==> config.mk <==
export PLATFORM = sky130hd
export DESIGN_NAME = ex_mem_stage
export DESIGN_NICKNAME = d
export VERILOG_FILES = /design/src/rtl/arm_cpu_pkg.sv /design/src/rtl/pipe_skid_buf.sv /design/src/rtl/ex_mem_stage.sv
export SDC_FILE = /design/constraint.sdc
export NUM_CORES = 1
export LEC_CHECK = 0
export CAP_MARGIN = 30
export CORE_MARGIN = 10
export CORE_UTILIZATION = 58
export CTS_BUF_LIST = sky130_fd_sc_hd__clkbuf_8
export DETAILED_ROUTE_END_ITERATION = 6
export PLACE_DENSITY = 0.89
export SLEW_MARGIN = 20
export SYNTH_ARGS = -nofsm -noshare
export SYNTH_HDL_FRONTEND = slang
export SYNTH_HIERARCHICAL = 1
export SYNTH_SLANG_ARGS = --single-unit
==> constraint.sdc <==
create_clock -name clk -period 18.2 [get_ports clk]
set_clock_uncertainty 0.1 [all_clocks]
set_input_delay 2.73 -clock clk [delete_from_list [all_inputs] [get_ports clk]]
set_output_delay 2.73 -clock clk [all_outputs]
set_load 0.02 [all_outputs]
==> src/rtl/arm_cpu_pkg.sv <==
// Shared types for the EX/MEM boundary: payload struct, skid-buffer state, widths.
package arm_cpu_pkg;

  localparam int unsigned DATA_W = 64;
  localparam int unsigned REG_W  = 5;

  typedef enum logic [1:0] {
    EMPTY,
    ONE,
    TWO
  } skid_state_t;

  typedef struct packed {
    logic [DATA_W-1:0] result;
    logic              z;
    logic              c;
    logic [DATA_W-1:0] store_data;
    logic [REG_W-1:0]  rd_addr;
    logic              mem_read;
    logic              mem_write;
    logic              reg_write;
    logic              mem_to_reg;
    logic              branch;
    logic              branch_taken;
  } ex_mem_payload_t;

endpackage

==> src/rtl/pipe_skid_buf.sv <==
// Two-entry valid/ready skid buffer over ex_mem_payload_t; in_ready and out_valid are registered.
module pipe_skid_buf
  import arm_cpu_pkg::*;
(
  input  logic            clk,
  input  logic            rst,
  input  logic            flush,
  input  logic            in_valid,
  output logic            in_ready,
  input  ex_mem_payload_t in_data,
  output logic            out_valid,
  input  logic            out_ready,
  output ex_mem_payload_t out_data
);

  skid_state_t     state;
  ex_mem_payload_t skid;
  logic            accept;
  logic            pop;

  assign accept = in_valid & in_ready;
  assign pop    = out_valid & out_ready;

  // out_data is the main entry itself, so the payload holds steady under back-pressure.
  always_ff @(posedge clk or posedge rst) begin
    if (rst) begin
      state     <= EMPTY;
      out_data  <= '0;
      skid      <= '0;
      out_valid <= 1'b0;
      in_ready  <= 1'b1;
    end else if (flush) begin
      state     <= EMPTY;
      out_valid <= 1'b0;
      in_ready  <= 1'b1;
    end else begin
      unique case (state)
        EMPTY: begin
          if (accept) begin
            out_data  <= in_data;
            out_valid <= 1'b1;
            state     <= ONE;
          end
        end
        ONE: begin
          if (accept && pop) begin
            out_data <= in_data;
          end else if (accept) begin
            skid     <= in_data;
            in_ready <= 1'b0;
            state    <= TWO;
          end else if (pop) begin
            out_valid <= 1'b0;
            state     <= EMPTY;
          end
        end
        TWO: begin
          if (pop) begin
            out_data <= skid;
            in_ready <= 1'b1;
            state    <= ONE;
          end
        end
        default: begin
          state     <= EMPTY;
          out_valid <= 1'b0;
          in_ready  <= 1'b1;
        end
      endcase
    end
  end

endmodule

==> src/rtl/ex_mem_stage.sv <==
// EX/MEM pipeline register built on a skid buffer; resolves CBZ branch-taken at capture.
// Optional architectural Z/C flag register enabled by defining FLAGS_REG_EN.
module ex_mem_stage
  import arm_cpu_pkg::*;
#(
  parameter int unsigned n     = DATA_W,
  parameter int unsigned REG_W = arm_cpu_pkg::REG_W
) (
  input  logic             clk,
  input  logic             rst,
  input  logic             in_valid,
  output logic             in_ready,
  input  logic [n-1:0]     alu_result,
  input  logic             alu_z,
  input  logic             alu_c,
  input  logic [n-1:0]     store_data,
  input  logic [REG_W-1:0] rd_addr,
  input  logic             ctl_mem_read,
  input  logic             ctl_mem_write,
  input  logic             ctl_reg_write,
  input  logic             ctl_mem_to_reg,
  input  logic             ctl_branch,
  input  logic             flush,
`ifdef FLAGS_REG_EN
  input  logic             set_flags,
  output logic             flag_z,
  output logic             flag_c,
`endif
  output logic             out_valid,
  input  logic             out_ready,
  output logic [n-1:0]     out_alu_result,
  output logic             out_alu_z,
  output logic             out_alu_c,
  output logic [n-1:0]     out_store_data,
  output logic [REG_W-1:0] out_rd_addr,
  output logic             out_ctl_mem_read,
  output logic             out_ctl_mem_write,
  output logic             out_ctl_reg_write,
  output logic             out_ctl_mem_to_reg,
  output logic             out_ctl_branch,
  output logic             out_branch_taken
);

  ex_mem_payload_t in_data;
  ex_mem_payload_t out_data;

  always_comb begin
    in_data              = '0;
    in_data.result       = alu_result;
    in_data.z            = alu_z;
    in_data.c            = alu_c;
    in_data.store_data   = store_data;
    in_data.rd_addr      = rd_addr;
    in_data.mem_read     = ctl_mem_read;
    in_data.mem_write    = ctl_mem_write;
    in_data.reg_write    = ctl_reg_write;
    in_data.mem_to_reg   = ctl_mem_to_reg;
    in_data.branch       = ctl_branch;
    in_data.branch_taken = ctl_branch & alu_z;
  end

  pipe_skid_buf u_skid (
    .clk       (clk),
    .rst       (rst),
    .flush     (flush),
    .in_valid  (in_valid),
    .in_ready  (in_ready),
    .in_data   (in_data),
    .out_valid (out_valid),
    .out_ready (out_ready),
    .out_data  (out_data)
  );

  assign out_alu_result     = out_data.result;
  assign out_alu_z          = out_data.z;
  assign out_alu_c          = out_data.c;
  assign out_store_data     = out_data.store_data;
  assign out_rd_addr        = out_data.rd_addr;
  assign out_ctl_mem_read   = out_data.mem_read;
  assign out_ctl_mem_write  = out_data.mem_write;
  assign out_ctl_reg_write  = out_data.reg_write;
  assign out_ctl_mem_to_reg = out_data.mem_to_reg;
  assign out_ctl_branch     = out_data.branch;
  assign out_branch_taken   = out_data.branch_taken;

`ifdef FLAGS_REG_EN
  // Flags follow accepted beats only; a beat discarded by flush leaves them untouched.
  always_ff @(posedge clk or posedge rst) begin
    if (rst) begin
      flag_z <= 1'b0;
      flag_c <= 1'b0;
    end else if (!flush && in_valid && in_ready && set_flags) begin
      flag_z <= alu_z;
      flag_c <= alu_c;
    end
  end
`endif

endmodule

==> flow_metrics.env, run 1 <==
export IMPL_synthArstFlopShare=1.000
export IMPL_gp_congestion=0.8037
export IMPL_rsz0062_at_grt="no"
export IMPL_dp_hpwl_mm=24.83
export IMPL_p_per_area_nw_per_um2=166.9
export IMPL_r2r_start="u_skid/state[0]"
export IMPL_die_w_um=175.3
export IMPL_r2r_end="u_skid/out_data[58]"
export IMPL_synth_cells=1161
export IMPL_path_clk_slew_ns=0.06
export IMPL_netSwitchingPower_w=0.001072
export IMPL_yosys_top_cells_area="dfrtp_1 (51%), mux2_4 (9.7%), and3b_1 (9.0%), a211oi_1 (7.6%), a22oi_1 (7.6%)"
export IMPL_syn_nets=1306
export IMPL_worst_pin_slew_ns=0.9792
export IMPL_yosysUniqueCellTypes=30
export IMPL_seqPwrFrac=0.386
export IMPL_drive_above_1_share=0.1776
export IMPL_cts_root_buf="clkbuf_8"
export IMPL_final_setup_viol_count=0
export IMPL_die_area_um2=30740
export IMPL_hold_class="register to register"
export IMPL_area_delta_synth_final_pct=28.69
export IMPL_firstDrtPassIters=6
export IMPL_hold_viol_final=0
export IMPL_clock_sink_count=286
export IMPL_comb_power_share=0.412
export IMPL_insertion_delay_ns=0.54
export IMPL_ys_seq_area_frac=0.5114
export IMPL_grt_max_degree=137
export IMPL_switching_share=0.3568
export IMPL_critPathMaxFanout=62
export IMPL_pin_count=288
export IMPL_clockBufferDepth=3
export IMPL_whs_path_depth=1
export IMPL_synth_compound_area_frac=0.2077
export IMPL_period_share=0.3078
export IMPL_p_int_w=0.001933
export IMPL_period_needed_ns=5.601
export IMPL_chipHeight_um=175.3
export IMPL_dp_cells=1640
export IMPL_cts_tree="done"
export IMPL_hold_path_endpoint="u_skid/skid[81]"
export IMPL_synth_seq_cells=286
export IMPL_place_area_um2=16820
export IMPL_initial_core_util=0.5927
export IMPL_drtIter0Drc=1268
export IMPL_synth_warnings=6
export IMPL_outcome="finished clean"
export IMPL_r2r_slack_ns=14.55
export IMPL_vias=11260
export IMPL_avgSynthCellArea_um2=12.06
export IMPL_io_buffer_count=287
export IMPL_cp_end_kind="register"
export IMPL_cts_setup_buffers=0
export IMPL_totalNegativeSetupSlack_ns=0
export IMPL_drc=0
export IMPL_reg2reg_depth=6
export IMPL_hold_buffers=0
export IMPL_maxSlewViolCount=0
export IMPL_critPathRequiredTime_ns=18.45
export IMPL_synth_edf_count=0
export IMPL_yosysTopAreaCell="dfrtp_1"
export IMPL_yosys_top_cells_count="dfrtp_1 (285), and3b_1 (144), a21oi_1 (143)"
export IMPL_clkPwrFrac=0.202
export IMPL_synth_adder_area_share=0
export IMPL_core_area_um2=23610
export IMPL_post_synth_top_count_cell="dfrtp_1"
export IMPL_netlist_area_um2=14000
export IMPL_synth_mux_area_fraction=0.1384
export IMPL_rows=56
export IMPL_grt_use_total=0.2654
export IMPL_grt_pass1_vias=11970
export IMPL_min_from="u_skid/skid[81]"
export IMPL_cellLeakagePower_nw=8.080
export IMPL_synth_xor_area_frac=0
export IMPL_via_per_inst=6.478
export IMPL_wl_mm=43.14
export IMPL_cp_start_kind="input port"
export IMPL_grt_pass1_wl_mm=67.09
export IMPL_worst_hold_slack_ns=0.3999
export IMPL_final_util=0.7628
export IMPL_cts_buffers=47
export IMPL_cts_resized_gates=0
export IMPL_antenna_found_initial=5
export IMPL_htreeDepth=2
export IMPL_synth_top_cell_area_share=0.5096
export IMPL_final_area_um2=18010
export IMPL_worstSetupPathType="input port to register"
export IMPL_crit_arrival_ns=5.85
export IMPL_fin_nets=1520
export IMPL_max_cap_violations=0
export IMPL_grt_overflow_total=0
export IMPL_synth_top_family_by_area="compound AO/OA/AOI/OAI gates"
export IMPL_synthFlopType="dfrtp_1"
export IMPL_relSlewSlack=0.3472
export IMPL_synth_simple_area_share=0.09521
export IMPL_irDropWorstVdd_uv=116.2
export IMPL_final_cell_count_no_fill=1738
export IMPL_fmax_ghz=0.1785
export IMPL_antenna_left=0
export IMPL_wl_per_cell_um=24.82
[registers in the layout, summed over array words and instances, names as in the netlist]
name and flops:
u_skid/out_valid 1, u_skid/skid 141, u_skid/in_ready 1, u_skid/out_data 141, u_skid/state 2
[worst max-delay path, cell delays in order]
cell and delay (ns):
clkdlybuf4s50_1 0.60, nand2_1 0.20, o211ai_4 0.59, buf_4 0.73
buf_4 0.73, a22oi_1 0.19
[metrics by stage]
step,setup slack [ns],total power [W]
final,12.60,0.003006
after global routing,12.50,0.003149
after CTS,12.67,0.003002
after detailed placement,12.09,0.002377
after global placement,12.13,0.002326
after floorplan,7.479,0.001835
[worst max path at each step]
stage                    from              endpoint
global route         in_valid      u_skid/skid[105]
detailed placement   in_valid       u_skid/skid[96]
CTS                  in_valid      u_skid/skid[102]
floorplan                 rst    u_skid/out_data[0]
global placement     in_valid       u_skid/skid[74]
finish              out_ready  u_skid/out_data[131]
[cell usage in the layout (no fill, tap or decap), types with 2 or more instances in the layout]
cell type,instances
a21o_1,2
dfrtp_1,283
a21oi_1,143
mux2_2,52
and3b_1,142
inv_1,12
clkdlybuf4s50_1,286
buf_16,7
buf_4,14
diode_2,6
a22oi_1,141
and3b_4,2
clkinvlp_4,3
nand2_1,3
mux2_4,90
a211oi_1,141
dfrtp_4,2
clkbuf_8,67
clkinv_2,5
[power groups by stage]
stage	clock (W)	combinational (W)	sequential [W]
3_3_place_gp	0	0.00119	0.00114
2_1_floorplan	0	0.000549	0.00129
3_5_place_dp	0	0.00123	0.00115
6_report	0.000606	0.00124	0.00116
5_1_grt	0.000641	0.00132	0.00119
4_1_cts	0.000614	0.00124	0.00115
[per-layer routing]
metal / vias to the layer above / part of all wire / GRT usage
met5: - / 0 / 0
met4: 0 / 0.026 / 0.09113
met3: 81 / 0.089 / 0.07141
met2: 607 / 0.49 / 0.4341
met1: 5706 / 0.40 / 0.3343
li1: 4865 / - / -
[cell families (layout without fill, tap and decap cells)]
group,after synthesis,in the layout
AO/OA/AOI/OAI,434,434
buffers and inverters,144,396
flip-flops,286,286
multiplexers,142,142
other,0,6
AND/OR/NAND/NOR,155,155
[final cells by class]
type | count | area [um2]
Tap cell | 319 | 399.1
Fill cell | 1530 | 5602
Sequential cell | 286 | 7166
Multi-Input combinational cell | 731 | 6215
Clock buffer | 67 | 922.1
Antenna cell | 6 | 15.01
Inverter | 2 | 15.01
Timing Repair Buffer | 307 | 3161
Clock inverter | 20 | 118.9
No activity file was read; power rests on OpenSTA's default activity.
==> run 2, diff against run 1 <==
CORE_UTILIZATION = 53   (was 58)
PLACE_DENSITY = 0.82   (was 0.89)
clock period = 5.5 ns   (was 18.2 ns; I/O delays follow)
==> flow_metrics.env, run 2 (synthesis results as in run 1) <==
export IMPL_io_buffer_count=287
export IMPL_drtIter0Drc=1019
export IMPL_final_cell_mix="clkdlybuf4s50_1 (286), dfrtp_1 (283), a21oi_1 (143), and3b_1 (142)"
export IMPL_cts_buffers=48
export IMPL_area_delta_synth_final_pct=27.09
export IMPL_irDropWorstVdd_uv=305.2
export IMPL_max_cap_violations=0
export IMPL_highest_layer="met5"
export IMPL_cp_slowest_stage_delay_ns=0.87
export IMPL_fin_nets=1520
export IMPL_pin_count=288
export IMPL_path_clk_slew_ns=0.05
export IMPL_hold_buffers=0
export IMPL_antenna_found_initial=3
export IMPL_p_per_area_nw_per_um2=540.1
export IMPL_dp_hpwl_mm=24.56
export IMPL_via_per_inst=6.277
export IMPL_met1Wirelength_mm=16.81
export IMPL_cellLeakagePower_nw=8.014
export IMPL_grt_overflow_total=0
export IMPL_worst_pin_slew_ns=1.039
export IMPL_die_w_um=182.5
export IMPL_period_share=0.6480
export IMPL_drc=0
export IMPL_clockBufferDepth=3
export IMPL_maxSlewViolCount=0
export IMPL_place_ws_ns=1.428
export IMPL_outcome="finished clean"
export IMPL_path_common_cell="buf_4"
export IMPL_period_needed_ns=3.564
export IMPL_met2WireLength_mm=19.47
export IMPL_firstDrtPassIters=5
export IMPL_fin_ws_ns=1.936
export IMPL_wl_mm=41.11
export IMPL_chipHeight_um=182.5
export IMPL_grt_use_total=0.2358
export IMPL_core_area_um2=26060
export IMPL_hold_viol_final=0
export IMPL_cp_end_kind="register"
export IMPL_wl_met3_mm=3.587
export IMPL_cts_setup_buffers=0
export IMPL_initial_core_util=0.5371
export IMPL_htreeDepth=2
export IMPL_insertion_delay_ns=0.55
export IMPL_vias=10960
export IMPL_slowest_stage="buf_4"
export IMPL_rows=59
export IMPL_drive_above_1_share=0.1654
export IMPL_top_regs="u_skid/out_data: 141 flops, u_skid/skid: 141 flops, u_skid/state: 2 flops"
export IMPL_antenna_left=0
export IMPL_fmax_ghz=0.2806
export IMPL_die_area_um2=33310
export IMPL_totalNegativeSetupSlack_ns=0
export IMPL_relSlewSlack=0.3074
export IMPL_grt_pass1_vias=11380
export IMPL_gp_congestion=0.7956
export IMPL_cts_resized_gates=0
export IMPL_worstPathCellList="clkdlybuf4s50_1 > and3b_4 > nand3_4 > buf_4 > buf_4 > mux2_2"
export IMPL_cp_start_kind="input port"
export IMPL_cts_tree="done"
export IMPL_wl_per_cell_um=23.55
export IMPL_clock_sink_count=286
export IMPL_grt_pass1_wl_mm=64.83
export IMPL_critPathMaxFanout=61
export IMPL_worstSetupPathType="input port to register"
export IMPL_grt_max_degree=114
export IMPL_hold_class="register to register"
export IMPL_rsz0062_at_grt="no"
export IMPL_final_setup_viol_count=0
export IMPL_cts_root_buf="clkbuf_8"
export IMPL_crit_arrival_ns=3.89
export IMPL_final_common_cell="clkdlybuf4s50_1"
export IMPL_critPathRequiredTime_ns=5.82
run 2: changes by cell type in the layout (fill, tap and decap cells not counted), sizes merged:
cell	previous run	this run
clkinv	5	2
diode	6	2
buf	21	20
clkinvlp	3	1
clkbuf	67	57
bufinv	1	0
inv	13	26
run 2: area by class of cell:
class | count | area [um2]
well taps | 335 | 419.2
inverters | 2 | 11.26
clock inverters | 27 | 103.9
repair buffers | 306 | 3083
diodes | 2 | 5.005
multi-input cells | 731 | 6215
clock buffers | 57 | 784.5
flip-flops and latches | 286 | 7166
fillers | 1911 | 8272
run 2: critical path: cells and delay by family:
kind	cells	cell delay, ns
buf+inv	3	1.89
mux	1	0.42
simple gates	2	0.65
run 2: power breakdown:
part,switching (W),internal (W)
sequential,0.000649,0.00315
combinational,0.00194,0.00212
clock,0.000824,0.000930
total,0.00341,0.00619
run 2: worst paths after layout:
path	from	end	slack, ns	cells past startpoint
worst max-delay path	in_valid	u_skid/skid[58]	1.94	6
worst min-delay path	u_skid/skid[77]	u_skid/skid[77]	0.40	1
worst max register to register	u_skid/state[1]	u_skid/skid[58]	1.94	5
worst min register to register	u_skid/skid[77]	u_skid/skid[77]	0.40	1
max in group asynchronous	rst	u_skid/out_data[82]	3.69	3
min in group asynchronous	rst	u_skid/out_data[134]	0.56	2
run 2: through the flow:
step | hold WS, ns | area [um2] | utilization | cells | power (W)
4_1_cts | 0.3998 | 17750 | 0.6813 | 1743 | 0.009646
5_1_grt | 0.4118 | 17780 | 0.6825 | 1745 | 0.01013
3_5_place_dp | 0.3868 | 16870 | 0.6472 | 1659 | 0.007845
2_1_floorplan | 0.3711 | 14000 | - | 1161 | 0.006073
3_3_place_gp | 0.3791 | 16870 | 0.6472 | 1659 | 0.007707
6_report | 0.3961 | 17790 | 0.6826 | 1746 | 0.009606
run 2: routing by layer:
metal	vias up	global-route usage
li1	4862	-
met1	5549	0.3075
met2	460	0.3686
met3	87	0.06785
met4	2	0.08070
met5	-	0
